`src/rtl/wb_arb_pkg.sv`:
```
// Shared types and helpers for the register-file write-back port arbiter:
// default widths, the queued entry layout and the wrap-aware age compare.
package wb_arb_pkg;

   localparam int WB_REG_ADDR_W = 4;
   localparam int WB_DATA_W     = 32;
   localparam int WB_TAG_W      = 3;
   localparam int WB_QDEPTH     = 2;

   typedef struct packed {
      logic [WB_REG_ADDR_W-1:0] dest;
      logic [WB_DATA_W-1:0]     data;
      logic [WB_TAG_W-1:0]      tag;
   } wb_entry_t;

   typedef enum logic {
      SRC_ALU = 1'b0,
      SRC_MEM = 1'b1
   } wb_src_e;

   // a is older than b when the modular difference a-b is "negative"
   function automatic logic tag_older(input logic [WB_TAG_W-1:0] a,
                                      input logic [WB_TAG_W-1:0] b);
      logic [WB_TAG_W-1:0] diff;
      diff = a - b;
      return diff[WB_TAG_W-1];
   endfunction

endpackage

```
`src/rtl/wb_queue.sv`:
```
// Small power-of-two FIFO of write-back entries; exposes every slot and its
// valid bit so the parent can build the pending-destination mask.
module wb_queue import wb_arb_pkg::*; #(
   parameter int  QDEPTH  = WB_QDEPTH,
   parameter type entry_t = wb_entry_t
) (
   input  logic                clk,
   input  logic                rst,
   input  logic                push,
   input  entry_t              push_entry,
   input  logic                pop,
   output entry_t              head,
   output logic                empty,
   output logic                full,
   output logic [QDEPTH-1:0]   slot_valid,
   output entry_t [QDEPTH-1:0] slots
);

   localparam int PTR_W = (QDEPTH > 1) ? $clog2(QDEPTH) : 1;

   logic [PTR_W-1:0]    wr_ptr_r;
   logic [PTR_W-1:0]    rd_ptr_r;
   logic [QDEPTH-1:0]   valid_r;
   entry_t [QDEPTH-1:0] slot_r;

   logic                push_ok_s;
   logic                pop_ok_s;
   logic [QDEPTH-1:0]   valid_nxt_s;

   assign empty      = ~|valid_r;
   assign full       = &valid_r;
   assign head       = slot_r[rd_ptr_r];
   assign slot_valid = valid_r;
   assign slots      = slot_r;

   // A full queue refuses pushes even when it pops this cycle (no bypass)
   always_comb begin
      push_ok_s   = push & ~full;
      pop_ok_s    = pop & ~empty;
      valid_nxt_s = (valid_r & ~(QDEPTH'(pop_ok_s) << rd_ptr_r))
                  | (QDEPTH'(push_ok_s) << wr_ptr_r);
   end

   // Pointer and occupancy state
   always_ff @(posedge clk or posedge rst) begin
      if (rst) begin
         wr_ptr_r <= '0;
         rd_ptr_r <= '0;
         valid_r  <= '0;
      end else begin
         valid_r <= valid_nxt_s;
         if (push_ok_s) begin
            wr_ptr_r <= wr_ptr_r + PTR_W'(1);
         end
         if (pop_ok_s) begin
            rd_ptr_r <= rd_ptr_r + PTR_W'(1);
         end
      end
   end

   // Entry storage
   always_ff @(posedge clk or posedge rst) begin
      if (rst) begin
         slot_r <= '0;
      end else if (push_ok_s) begin
         slot_r[wr_ptr_r] <= push_entry;
      end
   end

endmodule

```
`src/rtl/wb_port_arbiter.sv`:
```
// Arbitrates the single register-file write port between ALU and MEM queues.
// Define WB_RR_ARB_EN for round-robin between different-dest heads; otherwise MEM has fixed priority.
module wb_port_arbiter import wb_arb_pkg::*; #(
   parameter int REG_ADDR_W = WB_REG_ADDR_W,
   parameter int DATA_W     = WB_DATA_W,
   parameter int QDEPTH     = WB_QDEPTH,
   parameter int TAG_W      = WB_TAG_W
) (
   input  logic                     clk,
   input  logic                     rst,
   input  logic                     alu_valid,
   output logic                     alu_ready,
   input  logic [REG_ADDR_W-1:0]    alu_dest,
   input  logic [DATA_W-1:0]        alu_data,
   input  logic                     mem_valid,
   output logic                     mem_ready,
   input  logic [REG_ADDR_W-1:0]    mem_dest,
   input  logic [DATA_W-1:0]        mem_data,
   output logic                     wb_en,
   output logic [REG_ADDR_W-1:0]    wb_dest,
   output logic [DATA_W-1:0]        wb_data,
   output logic [2**REG_ADDR_W-1:0] pending_mask,
   output logic                     busy
);

   localparam int MASK_W = 2**REG_ADDR_W;

   typedef struct packed {
      logic [REG_ADDR_W-1:0] dest;
      logic [DATA_W-1:0]     data;
      logic [TAG_W-1:0]      tag;
   } entry_t;

   logic                alu_push_s, mem_push_s;
   entry_t              alu_entry_s, mem_entry_s;
   entry_t              alu_head_s, mem_head_s;
   logic                alu_empty_s, mem_empty_s;
   logic                alu_full_s, mem_full_s;
   logic [QDEPTH-1:0]   alu_slot_valid_s, mem_slot_valid_s;
   entry_t [QDEPTH-1:0] alu_slots_s, mem_slots_s;
   logic                grant_alu_s, grant_mem_s;
   logic [MASK_W-1:0]   pending_s;

   logic [TAG_W-1:0]      tag_cnt_r;
   logic                  wb_en_r;
   logic [REG_ADDR_W-1:0] wb_dest_r;
   logic [DATA_W-1:0]     wb_data_r;
`ifdef WB_RR_ARB_EN
   wb_src_e               rr_last_r;
`endif

   assign alu_ready    = ~alu_full_s & ~rst;
   assign mem_ready    = ~mem_full_s & ~rst;
   assign alu_push_s   = alu_valid & alu_ready;
   assign mem_push_s   = mem_valid & mem_ready;
   assign busy         = ~alu_empty_s | ~mem_empty_s;
   assign pending_mask = pending_s;
   assign wb_en        = wb_en_r;
   assign wb_dest      = wb_dest_r;
   assign wb_data      = wb_data_r;

   // Incoming entries; on a dual accept MEM is treated as the older one
   always_comb begin
      mem_entry_s.dest = mem_dest;
      mem_entry_s.data = mem_data;
      mem_entry_s.tag  = tag_cnt_r;
      alu_entry_s.dest = alu_dest;
      alu_entry_s.data = alu_data;
      alu_entry_s.tag  = mem_push_s ? (tag_cnt_r + TAG_W'(1)) : tag_cnt_r;
   end

   wb_queue #(.QDEPTH(QDEPTH), .entry_t(entry_t)) u_alu_q (
      .clk        (clk),
      .rst        (rst),
      .push       (alu_push_s),
      .push_entry (alu_entry_s),
      .pop        (grant_alu_s),
      .head       (alu_head_s),
      .empty      (alu_empty_s),
      .full       (alu_full_s),
      .slot_valid (alu_slot_valid_s),
      .slots      (alu_slots_s)
   );

   wb_queue #(.QDEPTH(QDEPTH), .entry_t(entry_t)) u_mem_q (
      .clk        (clk),
      .rst        (rst),
      .push       (mem_push_s),
      .push_entry (mem_entry_s),
      .pop        (grant_mem_s),
      .head       (mem_head_s),
      .empty      (mem_empty_s),
      .full       (mem_full_s),
      .slot_valid (mem_slot_valid_s),
      .slots      (mem_slots_s)
   );

   // Drain selection; same-dest heads always go oldest-first to keep WAW order
   always_comb begin
      grant_alu_s = 1'b0;
      grant_mem_s = 1'b0;
      if (!alu_empty_s && !mem_empty_s) begin
         if (alu_head_s.dest == mem_head_s.dest) begin
            if (tag_older(alu_head_s.tag, mem_head_s.tag)) begin
               grant_alu_s = 1'b1;
            end else begin
               grant_mem_s = 1'b1;
            end
         end else begin
`ifdef WB_RR_ARB_EN
            if (rr_last_r == SRC_MEM) begin
               grant_alu_s = 1'b1;
            end else begin
               grant_mem_s = 1'b1;
            end
`else
            grant_mem_s = 1'b1;
`endif
         end
      end else if (!alu_empty_s) begin
         grant_alu_s = 1'b1;
      end else if (!mem_empty_s) begin
         grant_mem_s = 1'b1;
      end else begin
         grant_alu_s = 1'b0;
         grant_mem_s = 1'b0;
      end
   end

   // Pending destinations of every queued entry
   always_comb begin
      pending_s = '0;
      for (int i = 0; i < QDEPTH; i++) begin
         pending_s = pending_s
                   | (MASK_W'(alu_slot_valid_s[i]) << alu_slots_s[i].dest)
                   | (MASK_W'(mem_slot_valid_s[i]) << mem_slots_s[i].dest);
      end
   end

   // Free-running age counter, two steps when both producers are accepted
   always_ff @(posedge clk or posedge rst) begin
      if (rst) begin
         tag_cnt_r <= '0;
      end else if (alu_push_s && mem_push_s) begin
         tag_cnt_r <= tag_cnt_r + TAG_W'(2);
      end else begin
         tag_cnt_r <= tag_cnt_r + TAG_W'(1);
      end
   end

   // Registered write port to the register file
   always_ff @(posedge clk or posedge rst) begin
      if (rst) begin
         wb_en_r   <= 1'b0;
         wb_dest_r <= '0;
         wb_data_r <= '0;
      end else if (grant_alu_s) begin
         wb_en_r   <= 1'b1;
         wb_dest_r <= alu_head_s.dest;
         wb_data_r <= alu_head_s.data;
      end else if (grant_mem_s) begin
         wb_en_r   <= 1'b1;
         wb_dest_r <= mem_head_s.dest;
         wb_data_r <= mem_head_s.data;
      end else begin
         wb_en_r   <= 1'b0;
      end
   end

`ifdef WB_RR_ARB_EN
   // Last granted producer; the other side wins the next contention
   always_ff @(posedge clk or posedge rst) begin
      if (rst) begin
         rr_last_r <= SRC_ALU;
      end else if (grant_alu_s) begin
         rr_last_r <= SRC_ALU;
      end else if (grant_mem_s) begin
         rr_last_r <= SRC_MEM;
      end
   end
`endif

endmodule
```
`config.mk`:
```
export PLATFORM = sky130hd
export DESIGN_NAME = wb_port_arbiter
export DESIGN_NICKNAME = d
export VERILOG_FILES = /design/src/rtl/wb_arb_pkg.sv /design/src/rtl/wb_queue.sv /design/src/rtl/wb_port_arbiter.sv
export SDC_FILE = /design/constraint.sdc
export NUM_CORES = 1
export LEC_CHECK = 0
export BUFFER_PORTS_ARGS = -buffer_cell sky130_fd_sc_hd__buf_2
export CAP_MARGIN = 10
export CELL_PAD_IN_SITES_DETAIL_PLACEMENT = 1
export CELL_PAD_IN_SITES_GLOBAL_PLACEMENT = 2
export CORE_ASPECT_RATIO = 1.75
export CORE_UTILIZATION = 39
export CTS_CLUSTER_SIZE = 16
export DETAILED_ROUTE_END_ITERATION = 12
export PLACE_DENSITY_LB_ADDON = 0.25
export SYNTH_ARGS = -nofsm -noshare
export SYNTH_HDL_FRONTEND = slang
export SYNTH_SLANG_ARGS = --single-unit
export TNS_END_PERCENT = 1
```
`constraint.sdc`:
```
create_clock -name clk -period 8 [get_ports clk]
set_input_delay 0.4 -clock clk [delete_from_list [all_inputs] [get_ports clk]]
set_output_delay 0.4 -clock clk [all_outputs]
set_load 0.02 [all_outputs]
```
==> impl_metrics.json <==
{
  "peakVddDrop_mv": 0.224,
  "sw_frac_of_total": 0.384,
  "crit_required_ps": 8410,
  "vias": 6259,
  "grt_usage": 0.209,
  "status": "finished, final reports clean",
  "clockRootBuffer": "clkbuf_16",
  "crit_type": "flip-flop to flip-flop",
  "worstMarginPinSlew_ps": 1110,
  "grt_max_degree": 134,
  "r2r_end": "wb_data[15]$_DFFE_PP0P_",
  "fillers": 2548,
  "nNetsFinal": 929,
  "cts_sinks": 204,
  "hold_path_class": "primary input to async pin",
  "combPwrFrac": 0.418,
  "portBuffers": 131,
  "grt_first_pass_wirelength_um": 40200,
  "reg2reg_slack_ps": 4860,
  "postCtsSetupRepairBufs": 0,
  "synthFlopType": "dfrtp_1",
  "start_util": 0.401,
  "cpPeakStageDelay_ps": 710,
  "cts_buffers": 21,
  "area_growth_pct": 16.7,
  "ios": 132,
  "die_w_um": 120,
  "top_usage_layer": "met2",
  "grt_use_met3": 0.0294,
  "p_int_mw": 3.14,
  "synth_enable_flop_cells": 0,
  "wl_per_cell_um": 21.4,
  "crit_path_start_kind": "flip-flop",
  "synth_area_per_cell_um2": 12.8,
  "dpl.hpwl_um": 17800,
  "die_h_um": 208,
  "drive_gt1_frac": 0.391,
  "ys.warnings.count": 0,
  "ff2ff_path_depth": 8,
  "hold_viol": 0,
  "cts_tree": "done",
  "viasPerCell": 5.35,
  "ys_ff_latch": 204,
  "multi_input_area_um2": 4080,
  "firstDrtPassIters": 4,
  "min_period_ps": 3140,
  "synth_cells": 735,
  "synth.cell_area_um2": 9430,
  "finalWeightedCongestion": 0.883,
  "fin_skew_ps": 7.58,
  "endpoint_kind": "flip-flop",
  "worstSkewPairLatency_ps": 490,
  "hold_buffers": 0,
  "htreeDepth": 1,
  "critPathArrivalTime_ps": 3550,
  "grt_pass1_vias": 7222,
  "cp_slowest_cell": "dfrtp_2",
  "ys_seq_area_frac": 0.542,
  "grt_overflow": 0,
  "use_met1": 0.219,
  "fin_util": 0.468,
  "synth_cell_types": 45,
  "coreArea_um2": 23500,
  "diodes": 0,
  "rsz0062_at_grt": "false",
  "p_clk_frac": 0.191,
  "ff_latch_area_um2": 5110,
  "postRouteAntennaNets": 0,
  "sequentialPowerShare": 0.392,
  "fp-row-count": 74,
  "dieArea_um2": 24800,
  "tns_ps": 0,
  "first_iter_violations": 204,
  "wirelength_um": 25000,
  "final-setup-viol-count": 0,
  "syn-num-nets": 813,
  "p_sw_mw": 1.96,
  "ctsResizeCount": 0,
  "r2r_start": "u_mem_q.rd_ptr_r$_DFFE_PP0N_",
  "drv_slew": 0,
  "antenna_found_initial": 2,
  "p_per_area_nw_per_um2": 464,
  "remaining_drc_errors": 0,
  "max-cap-violations": 0,
  "clk_pin_slew_ps": 60,
  "worstPathMaxFanout": 26,
  "cp_cell_sequence": "buf_4 -> mux2i_1 -> xnor2_1 -> nand4_1 -> nor4b_4 -> nor2_4 -> buf_4 -> mux2i_1",
  "clk_path_buf_depth": 3,
  "fin_crit_sh": 0.393,
  "leakagePower_nw": 5.09,
  "fmax_mhz": 318,
  "synthArstFlopShare": 1.00,
  "use_met2": 0.407,
  "relSlewSlack": 0.258,
  "critPathLaunch": "u_mem_q.rd_ptr_r$_DFFE_PP0N_"
}
## stage by stage
| stage | area [um2] | hold WS [ps] | setup WS [ps] | power (mW) | cells |
|---|---|---|---|---|---|
| after floorplan | 9430 | 444 | 2030 | 3.54 | 735 |
| after global placement | 10300 | 461 | 4910 | 4.07 | 1132 |
| after detailed placement | 10300 | 479 | 4810 | 4.19 | 1132 |
| after CTS | 11000 | 133 | 4790 | 5.18 | 1169 |
| after global routing | 11000 | 140 | 4580 | 5.45 | 1169 |
| final | 11000 | 108 | 4860 | 5.10 | 1169 |
## final cells by class
type | instances | area share
sequential | 204 | 0.464
multi-input combinational | 478 | 0.371
timing repair buffer | 139 | 0.0651
clock buffer | 27 | 0.0517
tap | 304 | 0.0346
clock inverter | 10 | 0.0100
inverter | 7 | 0.00307
## power groups by stage
stage	registers (mW)	clock network, mW	logic, mW
2_1_floorplan	1.92	0	1.62
3_3_place_gp	1.99	0	2.08
3_5_place_dp	2.02	0	2.16
4_1_cts	2.01	1.00	2.18
5_1_grt	2.08	1.04	2.33
6_report	2.00	0.972	2.13
## critical path: cells and delay by family (launching register included)
kind | cells | cell delay (ps)
simple gates | 3 | 620
mux | 2 | 570
xor+xnor | 1 | 130
flops | 1 | 710
buf+inv | 2 | 1000
## cells by family (layout without fill, tap and decap cells)
kind of cell	count (synthesis)	after routing	share of synthesized area
AND/OR/NAND/NOR	112	112	0.0599
multiplexers	262	262	0.298
AO/OA/AOI/OAI	90	90	0.0591
buffers and inverters	53	183	0.0272
XOR/XNOR	12	12	0.0112
flip-flops	204	204	0.542
adder cells (fa/ha/maj)	2	2	0.00265
## layer usage
| metal | part of all wire | vias up |
|---|---|---|
| li1 | - | 2869 |
| met1 | 0.36 | 3188 |
| met2 | 0.57 | 153 |
| met3 | 0.040 | 47 |
| met4 | 0.033 | 2 |
| met5 | 0.00056 | - |
## synthesized netlist by cell type (2+ instances only)
library cell / n / area (um2)
clkbuf_1: 23 / 86.3
buf_2: 10 / 50.1
buf_1: 6 / 22.5
or2_2: 3 / 18.8
and3_1: 2 / 12.5
mux2i_1: 110 / 1100
nand3b_1: 6 / 45.0
or3b_2: 2 / 17.5
a31oi_1: 5 / 31.3
nand2b_1: 4 / 25.0
o221ai_1: 11 / 96.3
o21ai_0: 16 / 80.1
a22oi_1: 2 / 15.0
ha_1: 2 / 25.0
xnor2_1: 8 / 70.1
nand2_1: 29 / 109
o22ai_1: 5 / 31.3
o211ai_1: 5 / 37.5
nor3b_1: 6 / 45.0
mux2_2: 151 / 1700
nor3_1: 3 / 15.0
inv_1: 7 / 26.3
nand3_1: 5 / 25.0
dfrtp_1: 204 / 5100
buf_6: 5 / 56.3
a211o_1: 2 / 17.5
nor2b_1: 3 / 18.8
xor2_1: 4 / 35.0
a221o_1: 2 / 20.0
a21oi_1: 37 / 185
nor2_1: 42 / 158
buf_4: 2 / 15.0
## layout by cell type (no fill, tap or decap), drive strengths merged, types with 5 or more instances in the layout
cell type	count
a21oi	37
a31oi	5
buf	139
clkbuf	27
clkinv	7
dfrtp	204
inv	7
mux2	152
mux2i	110
nand2	29
nand3	5
nand3b	6
nor2	43
nor3b	7
o211ai	5
o21ai	16
o221ai	11
o22ai	5
xnor2	8
## registers in the layout (all words and copies together) (netlist names)
register            cells
wb_en                   1
u_mem_q.slot_valid      2
u_mem_q.wr_ptr_r        1
tag_cnt_r               3
wb_dest                 4
wb_data                32
u_alu_q.rd_ptr_r        1
u_mem_q.slots          78
u_alu_q.slot_valid      2
u_alu_q.slots          78
u_alu_q.wr_ptr_r        1
u_mem_q.rd_ptr_r        1
## worst max-delay path by stage
stage                     cells after the start  slack [ps]                  endpoint
after floorplan                               1        2030  tag_cnt_r[0]$_DFFE_PP0N_
after global placement                        8        4910   wb_data[12]$_DFFE_PP0P_
after detailed placement                      8        4810    wb_data[2]$_DFFE_PP0P_
after CTS                                     8        4790   wb_data[10]$_DFFE_PP0P_
after global routing                          8        4580   wb_data[13]$_DFFE_PP0P_
final                                         8        4860   wb_data[15]$_DFFE_PP0P_
Note: power is estimated with default switching activity, not from simulation.
